## config.mk

```make
export PLATFORM = sky130hd
export DESIGN_NAME = pipeline_hazard_ctrl
export DESIGN_NICKNAME = d
export VERILOG_FILES = /design/src/rtl/pipeline_hazard_ctrl.sv
export SDC_FILE = /design/constraint.sdc
export NUM_CORES = 1
export LEC_CHECK = 0
export ABC_AREA = 1
export ABC_CLOCK_PERIOD_IN_PS = 1800
export CORE_MARGIN = 5
export CORE_UTILIZATION = 48
export DETAILED_ROUTE_END_ITERATION = 7
export HOLD_SLACK_MARGIN = 0.15
export PLACE_DENSITY = 0.83
export SETUP_SLACK_MARGIN = 0.5
export SLEW_MARGIN = 10
export SYNTH_ARGS = -nofsm -noshare
export SYNTH_HDL_FRONTEND = slang
export SYNTH_SLANG_ARGS = --single-unit
```

## constraint.sdc

```tcl
create_clock -name clk -period 1.8 [get_ports clk]
set_input_delay 0.36 -clock clk [delete_from_list [all_inputs] [get_ports clk]]
set_output_delay 0.36 -clock clk [all_outputs]
set_load 0.01 [all_outputs]
```

## src/rtl/pipeline_hazard_ctrl.sv

```systemverilog
// Pipeline sequencing controller for the 5-stage MIPS core.
// Drives PC write, IF/ID enable/flush and the ID/EX bubble. It resolves
// load-use hazards, taken branches, jumps, instruction-memory wait states
// and mult/div occupancy. It also keeps a saturating stall-cycle counter.
//
//   state      | meaning
//   -----------+----------------------------------------------------------
//   ST_RUN     | normal issue; hazards are resolved per cycle by priority
//   ST_MD_BUSY | mult/div occupying EX; front end held, bubbles issued
module pipeline_hazard_ctrl #(
    parameter int MD_LATENCY = 8,
    parameter int CNT_W      = 4
) (
    input  logic        clk,
    input  logic        rst,
    input  logic [4:0]  ID_rs,
    input  logic [4:0]  ID_rt,
    input  logic        ID_rt_used,
    input  logic        ID_jump,
    input  logic        ID_md_start,
    input  logic        EX_MemRead,
    input  logic [4:0]  EX_rt,
    input  logic        EX_branch_taken,
    input  logic        imem_ready,
    output logic        PC_write,
    output logic        IFID_write,
    output logic        IFID_flush,
    output logic        IDEX_bubble,
    output logic        md_busy,
    output logic [15:0] stall_cycles
);

    typedef enum logic {
        ST_RUN     = 1'b0,
        ST_MD_BUSY = 1'b1
    } state_t;

    state_t             state_q, state_d;
    logic [CNT_W-1:0]   md_cnt_q, md_cnt_d;
    logic               md_busy_q, md_busy_d;
    logic [15:0]        stall_q, stall_d;
    logic               load_use;
    logic               pc_write_c, ifid_write_c, ifid_flush_c, idex_bubble_c;

    // Load in EX whose destination feeds a source of the ID instruction.
    always_comb begin
        load_use = EX_MemRead && (EX_rt != 5'd0) &&
                   ((EX_rt == ID_rs) || (ID_rt_used && (EX_rt == ID_rt)));
    end

    // Next-state and per-cycle pipeline control, highest-priority hazard first.
    always_comb begin
        state_d       = state_q;
        md_cnt_d      = md_cnt_q;
        pc_write_c    = 1'b1;
        ifid_write_c  = 1'b1;
        ifid_flush_c  = 1'b0;
        idex_bubble_c = 1'b0;

        case (state_q)
            ST_RUN: begin
                if (EX_branch_taken) begin
                    ifid_flush_c  = 1'b1;
                    idex_bubble_c = 1'b1;
                end else if (load_use) begin
                    // md_start is deliberately ignored here; the transition
                    // happens once the stall has cleared.
                    pc_write_c    = 1'b0;
                    ifid_write_c  = 1'b0;
                    idex_bubble_c = 1'b1;
                end else if (ID_jump) begin
                    ifid_flush_c  = 1'b1;
                end else begin
                    if (!imem_ready) begin
                        pc_write_c   = 1'b0;
                        ifid_flush_c = 1'b1;
                    end
                    if (ID_md_start) begin
                        state_d  = ST_MD_BUSY;
                        md_cnt_d = CNT_W'(MD_LATENCY - 1);
                    end
                end
            end
            ST_MD_BUSY: begin
                if (EX_branch_taken) begin
                    // Should not happen (EX holds a bubble); recover to RUN.
                    ifid_flush_c  = 1'b1;
                    idex_bubble_c = 1'b1;
                    state_d       = ST_RUN;
                    md_cnt_d      = '0;
                end else begin
                    pc_write_c    = 1'b0;
                    ifid_write_c  = 1'b0;
                    idex_bubble_c = 1'b1;
                    md_cnt_d      = md_cnt_q - CNT_W'(1);
                    if (md_cnt_q <= CNT_W'(1)) begin
                        state_d  = ST_RUN;
                        md_cnt_d = '0;
                    end
                end
            end
            default: begin
                state_d  = ST_RUN;
                md_cnt_d = '0;
            end
        endcase
    end

    // Registered status: busy flag follows the next state, stall counter saturates.
    always_comb begin
        md_busy_d = (state_d == ST_MD_BUSY);
        stall_d   = stall_q;
        if (!pc_write_c && (stall_q != 16'hFFFF)) begin
            stall_d = stall_q + 16'd1;
        end
    end

    // Reset overrides the combinational outputs so the pipeline is held flushed.
    always_comb begin
        if (!rst) begin
            PC_write    = 1'b0;
            IFID_write  = 1'b1;
            IFID_flush  = 1'b1;
            IDEX_bubble = 1'b1;
        end else begin
            PC_write    = pc_write_c;
            IFID_write  = ifid_write_c;
            IFID_flush  = ifid_flush_c;
            IDEX_bubble = idex_bubble_c;
        end
    end

    // State, counter and status registers.
    always_ff @(posedge clk or negedge rst) begin
        if (!rst) begin
            state_q   <= ST_RUN;
            md_cnt_q  <= '0;
            md_busy_q <= 1'b0;
            stall_q   <= '0;
        end else begin
            state_q   <= state_d;
            md_cnt_q  <= md_cnt_d;
            md_busy_q <= md_busy_d;
            stall_q   <= stall_d;
        end
    end

    assign md_busy      = md_busy_q;
    assign stall_cycles = stall_q;

endmodule

```

==> impl_results.md, run 1 <==
* Power per cell area at 714.2 nW/µm²
* Die boundary width at 67.70 µm
* Sink count of the clock tree at 21
* Detailed-routing iteration count for the pre-antenna-repair pass at 6
* Setup repair after global routing missed its margin: true
* Detailed Route WL at between 6 and 7 mm
* Data required time of the worst path at between 2 and 2.5 ns
* CTS tree: built
* Worst-skew pair later-pin latency at 0.33 ns
* Tmin final at roughly 1.8 ns
* Arrival @ worst endpoint at 2.06 ns
* Cell type with the highest aggregate area in the netlist: sky130_fd_sc_hd__dfrtp_1
* Antenna violations before repair at 0
* Overall die height at 67.70 µm
* Core Region at about 3300 µm²
* Final-stage net count at 364
* Worst slew slack as a fraction of its limit at 0.7961
* Worst-margin pin slew at 0.3059 ns
* Hold violation total from the final report at 0
* Startpoint kind of the worst setup timing path: flop
* Area share of the leading cell type in the synthesized netlist at 0.3289
* Main synth FF type: sky130_fd_sc_hd__dfrtp_1
* Max Root-Sink Buffers at 2
* Async SR Flop Fraction at 1.000
* Critical path endpoint category: flop
* Max-slew violations at 0
* Cell with the most instances after synthesis: sky130_fd_sc_hd__nand2_1
* Area Overhead vs Synth at 73.38%
* Count of max-cap constraint violations at 0
* Run status: finished clean
* Number of inserted diodes at 0
* DRC violation total after the first TritonRoute iteration at about 320
* GP Congestion at 0.8491
* Number of levels the H-tree was split into at 1
* HPWL Detailed at between 3 and 4 mm
* Count of pins on the block boundary at 44
* Post-route clock period utilization at 0.9973
* IR Drop Worst-Case VDD at around 400 µV
* Buffer type at the clock tree root: sky130_fd_sc_hd__clkbuf_4
* Starting density of the core at 0.4865
* Distinct cells, synth at 25
* Full die area at 4583 µm²
* Count of warnings emitted by yosys at 0
* Number of buffers created by CTS at 3
* Largest net degree at the start of global routing at 22
* Clk pin slew, worst setup/hold paths at 0.13 ns
* Routed wire length per instance at 18.26 µm
* Overall fraction of global-route tracks in use at 0.2551
* Commonest cells in the netlist: 79 x sky130_fd_sc_hd__nand2_1, 27 x sky130_fd_sc_hd__nor2_1, 25 x sky130_fd_sc_hd__inv_1
* Final Skew at 0.008264 ns
* Synth Cell Area at 1598 µm²
* Hold_buf cts at 0
* Number of buffers inserted by port buffering at 43
* Post-Syn Area per Cell at 6.828 µm²
* Leakage dissipation at 1.461 nW
* Post-synthesis cell count at 234
* Grt total ovfl at 0
* Final Setup Violations at 0
* Remaining DRCs at 0
* Global-route wire length before repair at 8.728 mm
* Final Core Density at 0.8434
* Setup TNS at 0 ns
* Count of flip-flops with a built-in enable after synthesis at 0
* Antenna Violating Nets Remaining at 0
* Peak Freq at roughly 560 MHz
* Type of the worst setup path: flop to flop
* Number of storage elements in the synthesis netlist at 21
* Worst Hold Class: primary input to async pin
* Placement Rows at 21
* Largest cells by area after synthesis: sky130_fd_sc_hd__dfrtp_1 33%, sky130_fd_sc_hd__nand2_1 19%, sky130_fd_sc_hd__nand4_1 7.0%, sky130_fd_sc_hd__nor2_1 6.3%, sky130_fd_sc_hd__xor2_1 6.0%
* Total number of vias at 2,225
* CP Max Fanout at 8
* Via count of the first global-routing pass at roughly 1,900
* Part of the Yosys area used for sequential elements at 0.3289
* Layout cells sized above 1 at 0.4718
* Via-to-Cell Ratio at 5.809
* Number of nets in the synthesized netlist at 260
[routing by layer]
metal  track usage  wire [µm]
met5             0          0
met4        0.1519        450
met3       0.04825        699
met2        0.4301       3344
met1        0.2975       2500
[critical path: stages (launching register included)]
cell	delay (ns)
sky130_fd_sc_hd__dfrtp_2	0.40
sky130_fd_sc_hd__buf_6	0.11
sky130_fd_sc_hd__ha_4	0.15
sky130_fd_sc_hd__nand3_4	0.08
sky130_fd_sc_hd__nor2_4	0.17
sky130_fd_sc_hd__nand2_2	0.08
sky130_fd_sc_hd__nor2_4	0.13
sky130_fd_sc_hd__nand3_4	0.14
sky130_fd_sc_hd__buf_12	0.18
sky130_fd_sc_hd__nand3_4	0.13
sky130_fd_sc_hd__nand2_2	0.08
sky130_fd_sc_hd__nand2_1	0.08
[layout by cell type (no fill, tap or decap), types with 2 or more instances in the layout]
cell type,netlist,layout
sky130_fd_sc_hd__clkbuf_2,0,7
sky130_fd_sc_hd__o21ai_1,0,2
sky130_fd_sc_hd__inv_1,25,20
sky130_fd_sc_hd__nand3_1,10,8
sky130_fd_sc_hd__nand4_1,18,18
sky130_fd_sc_hd__xor2_1,11,11
sky130_fd_sc_hd__nand2_1,79,57
sky130_fd_sc_hd__nand3_4,3,6
sky130_fd_sc_hd__o21ai_2,0,4
sky130_fd_sc_hd__buf_6,1,25
sky130_fd_sc_hd__clkdlybuf4s50_1,0,4
sky130_fd_sc_hd__nand2_4,0,2
sky130_fd_sc_hd__clkbuf_4,0,3
sky130_fd_sc_hd__a31oi_1,2,2
sky130_fd_sc_hd__inv_2,5,4
sky130_fd_sc_hd__inv_8,0,2
sky130_fd_sc_hd__dfrtp_1,21,16
sky130_fd_sc_hd__nor3_2,1,2
sky130_fd_sc_hd__nor2_4,2,2
sky130_fd_sc_hd__nor3_1,4,2
sky130_fd_sc_hd__inv_4,0,2
sky130_fd_sc_hd__nor2_2,0,4
sky130_fd_sc_hd__dfrtp_2,0,5
sky130_fd_sc_hd__nand2_2,1,21
sky130_fd_sc_hd__buf_2,2,17
sky130_fd_sc_hd__buf_4,0,40
sky130_fd_sc_hd__buf_12,0,4
sky130_fd_sc_hd__dlygate4sd2_1,0,3
sky130_fd_sc_hd__xnor2_1,6,6
sky130_fd_sc_hd__nor2_1,27,23
[final timing paths]
check / startpoint / end / slack [ns] / cells after the start
max: stall_cycles[0] / stall_cycles[0] / 0.005 / 11
min: rst / stall_cycles[6] / 0.19 / 2
max reg2reg: stall_cycles[0] / stall_cycles[0] / 0.005 / 11
min reg2reg: stall_cycles[15] / stall_cycles[15] / 0.55 / 2
max in group asynchronous: rst / stall_cycles[2] / 1.34 / 2
min in group clk: EX_branch_taken / md_busy / 0.50 / 4
[power by group]
group | leakage [nW] | internal (mW) | switching, mW
sequential | 0.272 | 0.556 | 0.0725
combinational | 1.17 | 0.554 | 0.545
clock | 0.0150 | 0.0871 | 0.164
[cell families (layout without fill, tap and decap cells)]
kind of cell,Yosys count,in the layout,synth area share
AND/OR/NAND/NOR,147,148,0.4307
buffers and inverters,36,138,0.09083
flip-flops,21,21,0.3289
XOR/XNOR,17,17,0.09319
AO/OA/AOI/OAI,10,10,0.03289
adder cells (fa/ha/maj),3,3,0.02350
[flip-flops by register name, summed over array words and instances (netlist names)]
register,cells
md_cnt_q,4
stall_cycles,16
md_busy,1
[stage by stage]
stage               instance area [µm²]  cells  total power, mW  hold WS (ns)  worst slack, ns
floorplan                          1692    234            1.016       0.06441           0.2667
global placement                   2243    332            1.255        0.4820          -0.7371
detailed placement                 2243    332            1.287        0.4960          -0.8031
CTS                                2550    369            1.719        0.2148          0.08561
global route                       2770    383            2.068        0.2043          -0.1217
finish                             2770    383            1.979        0.1905         0.004830
[timing repair]
action	4_1_cts	5_1_grt
buffers inserted	32	12
gates cloned	1	2
pin swaps	24	53
endpoints found under the setup margin	42	36
resized for setup	151	64
[final cells by class]
class,instances,area [µm²]
inverter,31,153.9
sequential,21,531.8
clock buffer,4,26.28
fill,182,514.2
multi-input combinational,178,1105
tap,46,57.56
timing repair buffer,103,895.9
No activity file was read; power rests on OpenSTA's default activity.
==> run 2, diff against run 1 <==
Settings changed: SLEW_MARGIN 10 to 20.
==> results of run 2 <==
The final DEF is identical to that of run 1; final timing and power are the same.
==> run 3, diff against run 2 <==
Settings changed: CORE_UTILIZATION 48 to 28, PLACE_DENSITY 0.83 to 0.54, SLEW_MARGIN 20 to 40, TNS_END_PERCENT set to 30.
==> run 3 against run 2 <==
Compared with the run above:
- clock power is 28% higher
- sequential power increased by 4.1%
- routed wire length down 35%
- count of clock-buffer cells in the layout stayed put
- non-clock buffer count down 28
- first-iteration DRC count shrank 74%
- setup slack improved by 0.12 ns
- global-route usage shrank 12 points
- flip-flop and latch count unchanged
- worst hold slack improved by 0.34 ns
- clock skew down 0.0055 ns
- highest routed layer unchanged
==> impl_results.md, run 3 (synthesis results as in run 1) <==
* Run status: finished clean (unchanged)
* GP Congestion at 0.7997 (was 0.8491)
* Max-slew violations at 0 (unchanged)
* Routed wire length per instance at 11.86 µm (was 18.26 µm)
* HPWL Detailed at 3.315 mm (was 3.213 mm)
* Die boundary width at 85.54 µm (was 67.70 µm)
* Max Root-Sink Buffers at 2 (unchanged)
* Post-route clock period utilization at 0.9300 (was 0.9973)
* Placement-stage worst setup slack at -0.7702 ns (was -0.8031 ns)
* Clk pin slew, worst setup/hold paths at 0.08 ns (was 0.13 ns)
* Hold-critical path depth at 2
* IR Drop Worst-Case VDD at 302.5 µV (was 396.5 µV)
* Count of pins on the block boundary at 44 (unchanged)
* Area Overhead vs Synth at 57.48% (was 73.38%)
* Arrival @ worst endpoint at 1.31 ns (was 2.06 ns)
* Setup TNS at 0 ns (unchanged)
* Startpoint kind of the worst setup timing path: primary input (was flop)
* Placement Rows at 27 (was 21)
* Critical Path Max Stage Delay at 0.42 ns (was 0.40 ns)
* Buffer type at the clock tree root: sky130_fd_sc_hd__clkbuf_8 (was sky130_fd_sc_hd__clkbuf_4)
* Antenna violations before repair at 0 (unchanged)
* Full die area at 7317 µm² (was 4583 µm²)
* Most common cell after layout, fill and taps aside: sky130_fd_sc_hd__nand2_1 (unchanged)
* Leakage dissipation at 1.232 nW (was 1.461 nW)
* Wire length on met3 at 264 µm (was 699 µm)
* Count of max-cap constraint violations at 0 (unchanged)
* Wire length on met1 at 2.044 mm (was 2.500 mm)
* CP Max Fanout at 2 (was 8)
* Highest Signal Layer: met4 (unchanged)
* Grt total ovfl at 0 (unchanged)
* Hold_buf cts at 0 (unchanged)
* Worst Hold Class: flop to flop (was primary input to async pin)
* Type of the worst setup path: primary input to output pin (was flop to flop)
* DRC violation total after the first TritonRoute iteration at 83 (was 323)
* Number of buffers created by CTS at 3 (unchanged)
* Tmin final at 1.674 ns (was 1.795 ns)
* Count of cell instances traversed by the critical path at 5 (was 11)
* Detailed Route WL at 4.519 mm (was 6.995 mm)
* Slowest-stage cell, CP: sky130_fd_sc_hd__clkdlybuf4s50_1 (was sky130_fd_sc_hd__dfrtp_2)
* Overall die height at 85.54 µm (was 67.70 µm)
* Hold violation total from the final report at 0 (unchanged)
* Remaining DRCs at 0 (unchanged)
* Worst-margin pin slew at 0.2715 ns (was 0.3059 ns)
* Power per cell area at 658.6 nW/µm² (was 714.2 nW/µm²)
* Global-route wire length before repair at 7.783 mm (was 8.728 mm)
* Final Skew at 0.002754 ns (was 0.008264 ns)
* Number of levels the H-tree was split into at 1 (unchanged)
* Data required time of the worst path at 1.44 ns (was 2.06 ns)
* Overall fraction of global-route tracks in use at 0.1305 (was 0.2551)
* Number of inserted diodes at 0 (unchanged)
* Worst-skew pair later-pin latency at 0.27 ns (was 0.33 ns)
* List of cells traversed by the critical path: clkdlybuf4s50_1, or2_4, nand3_4, a21oi_4, buf_6 (was buf_6, ha_4, nand3_4, nor2_4, nand2_2, nor2_4, nand3_4, buf_12, nand3_4, nand2_2, nand2_1)
* Cell family contributing the most delay on the critical path: buffers and inverters (was simple AND/OR/NAND/NOR gates)
* CTS tree: built (unchanged)
* Starting density of the core at 0.2884 (was 0.4865)
* Met2 Wirelength at 2.096 mm (was 3.344 mm)
* Layout cells sized above 1 at 0.2848 (was 0.4718)
* WP buf/inv at 2 (unchanged)
* Detailed-routing iteration count for the pre-antenna-repair pass at 4 (was 6)
* Setup repair after global routing missed its margin: true (unchanged)
* Crit path setup slack, layout at 0.1261 ns (was 0.004830 ns)
* Sink count of the clock tree at 21 (unchanged)
* Commonest non-fill, non-tap cells in the layout: 74 x sky130_fd_sc_hd__nand2_1, 24 x sky130_fd_sc_hd__nor2_1, 23 x sky130_fd_sc_hd__buf_4 (was 57 x sky130_fd_sc_hd__nand2_1, 40 x sky130_fd_sc_hd__buf_4, 25 x sky130_fd_sc_hd__buf_6)
* Final Setup Violations at 0 (unchanged)
* Flip-flop count of the largest register after layout at 16 (unchanged)
* Total number of vias at 1,747 (was 2,225)
* Core Region at 5540 µm² (was 3284 µm²)
* Peak Freq at 597.4 MHz (was 557.1 MHz)
* Via-to-Cell Ratio at 4.585 (was 5.809)
* Worst slew slack as a fraction of its limit at 0.8190 (was 0.7961)
* Via count of the first global-routing pass at 1,707 (was 1,921)
* Cell count of the worst reg-to-reg path at 10 (was 11)
* Antenna Violating Nets Remaining at 0 (unchanged)
* Final-stage net count at 336 (was 364)
* Largest net degree at the start of global routing at 22 (unchanged)
* Critical path endpoint category: output pin (was flop)
* Number of buffers inserted by port buffering at 43 (unchanged)
run 3: where the power goes:
part | internal [mW] | switching [mW] | leakage (nW)
logic | 0.345 | 0.335 | 0.936
clock network | 0.158 | 0.163 | 0.0228
registers | 0.556 | 0.0994 | 0.273
run 3: cell type report:
cell class,instances,area (µm²)
multi-input combinational,178,1013
clock buffer,4,45.04
sequential,21,530.5
inverter,31,153.9
tap,72,90.09
timing repair buffer,75,683.2
fill,587,3024
run 3: worst register-to-register path, delay by kind of cell, from the launching register on:
family        cells  cell delay (ns)
flops             1             0.42
simple gates      7             0.63
buf+inv           2             0.27
fa+ha+maj         1             0.16
run 3: final timing paths:
kind	start	to	slack (ns)
min	stall_cycles[15]	stall_cycles[15]	0.53
max reg2reg	stall_cycles[0]	stall_cycles[14]	0.21
min reg2reg	stall_cycles[15]	stall_cycles[15]	0.53
max in group asynchronous	rst	stall_cycles[12]	1.02
min in group asynchronous	rst	stall_cycles[3]	0.54
max	ID_jump	PC_write	0.13
run 3: per-stage QoR:
step	cell area, µm²	total power [mW]	std cells	hold slack, ns	util
2_1_floorplan	1687	1.012	234	0.06441	-
3_3_place_gp	2321	1.275	363	0.5183	0.4189
3_5_place_dp	2321	1.278	363	0.5311	0.4189
4_1_cts	2490	1.646	378	0.5505	0.4494
5_1_grt	2516	1.786	381	0.5703	0.4542
6_report	2516	1.657	381	0.5313	0.4542
run 3: repair_timing:
action / CTS / global route
gates cloned: 2 / 0
gates resized for setup: 86 / 13
pin swaps: 28 / 7
setup endpoints to repair: 42 / 42
setup buffers: 9 / 3
run 3: layer usage:
metal | vias to the layer above | GRT usage
met3 | 11 | 0.03842
met2 | 37 | 0.2090
met1 | 796 | 0.1658
met4 | 0 | 0.04892
met5 | - | 0
li1 | 903 | -
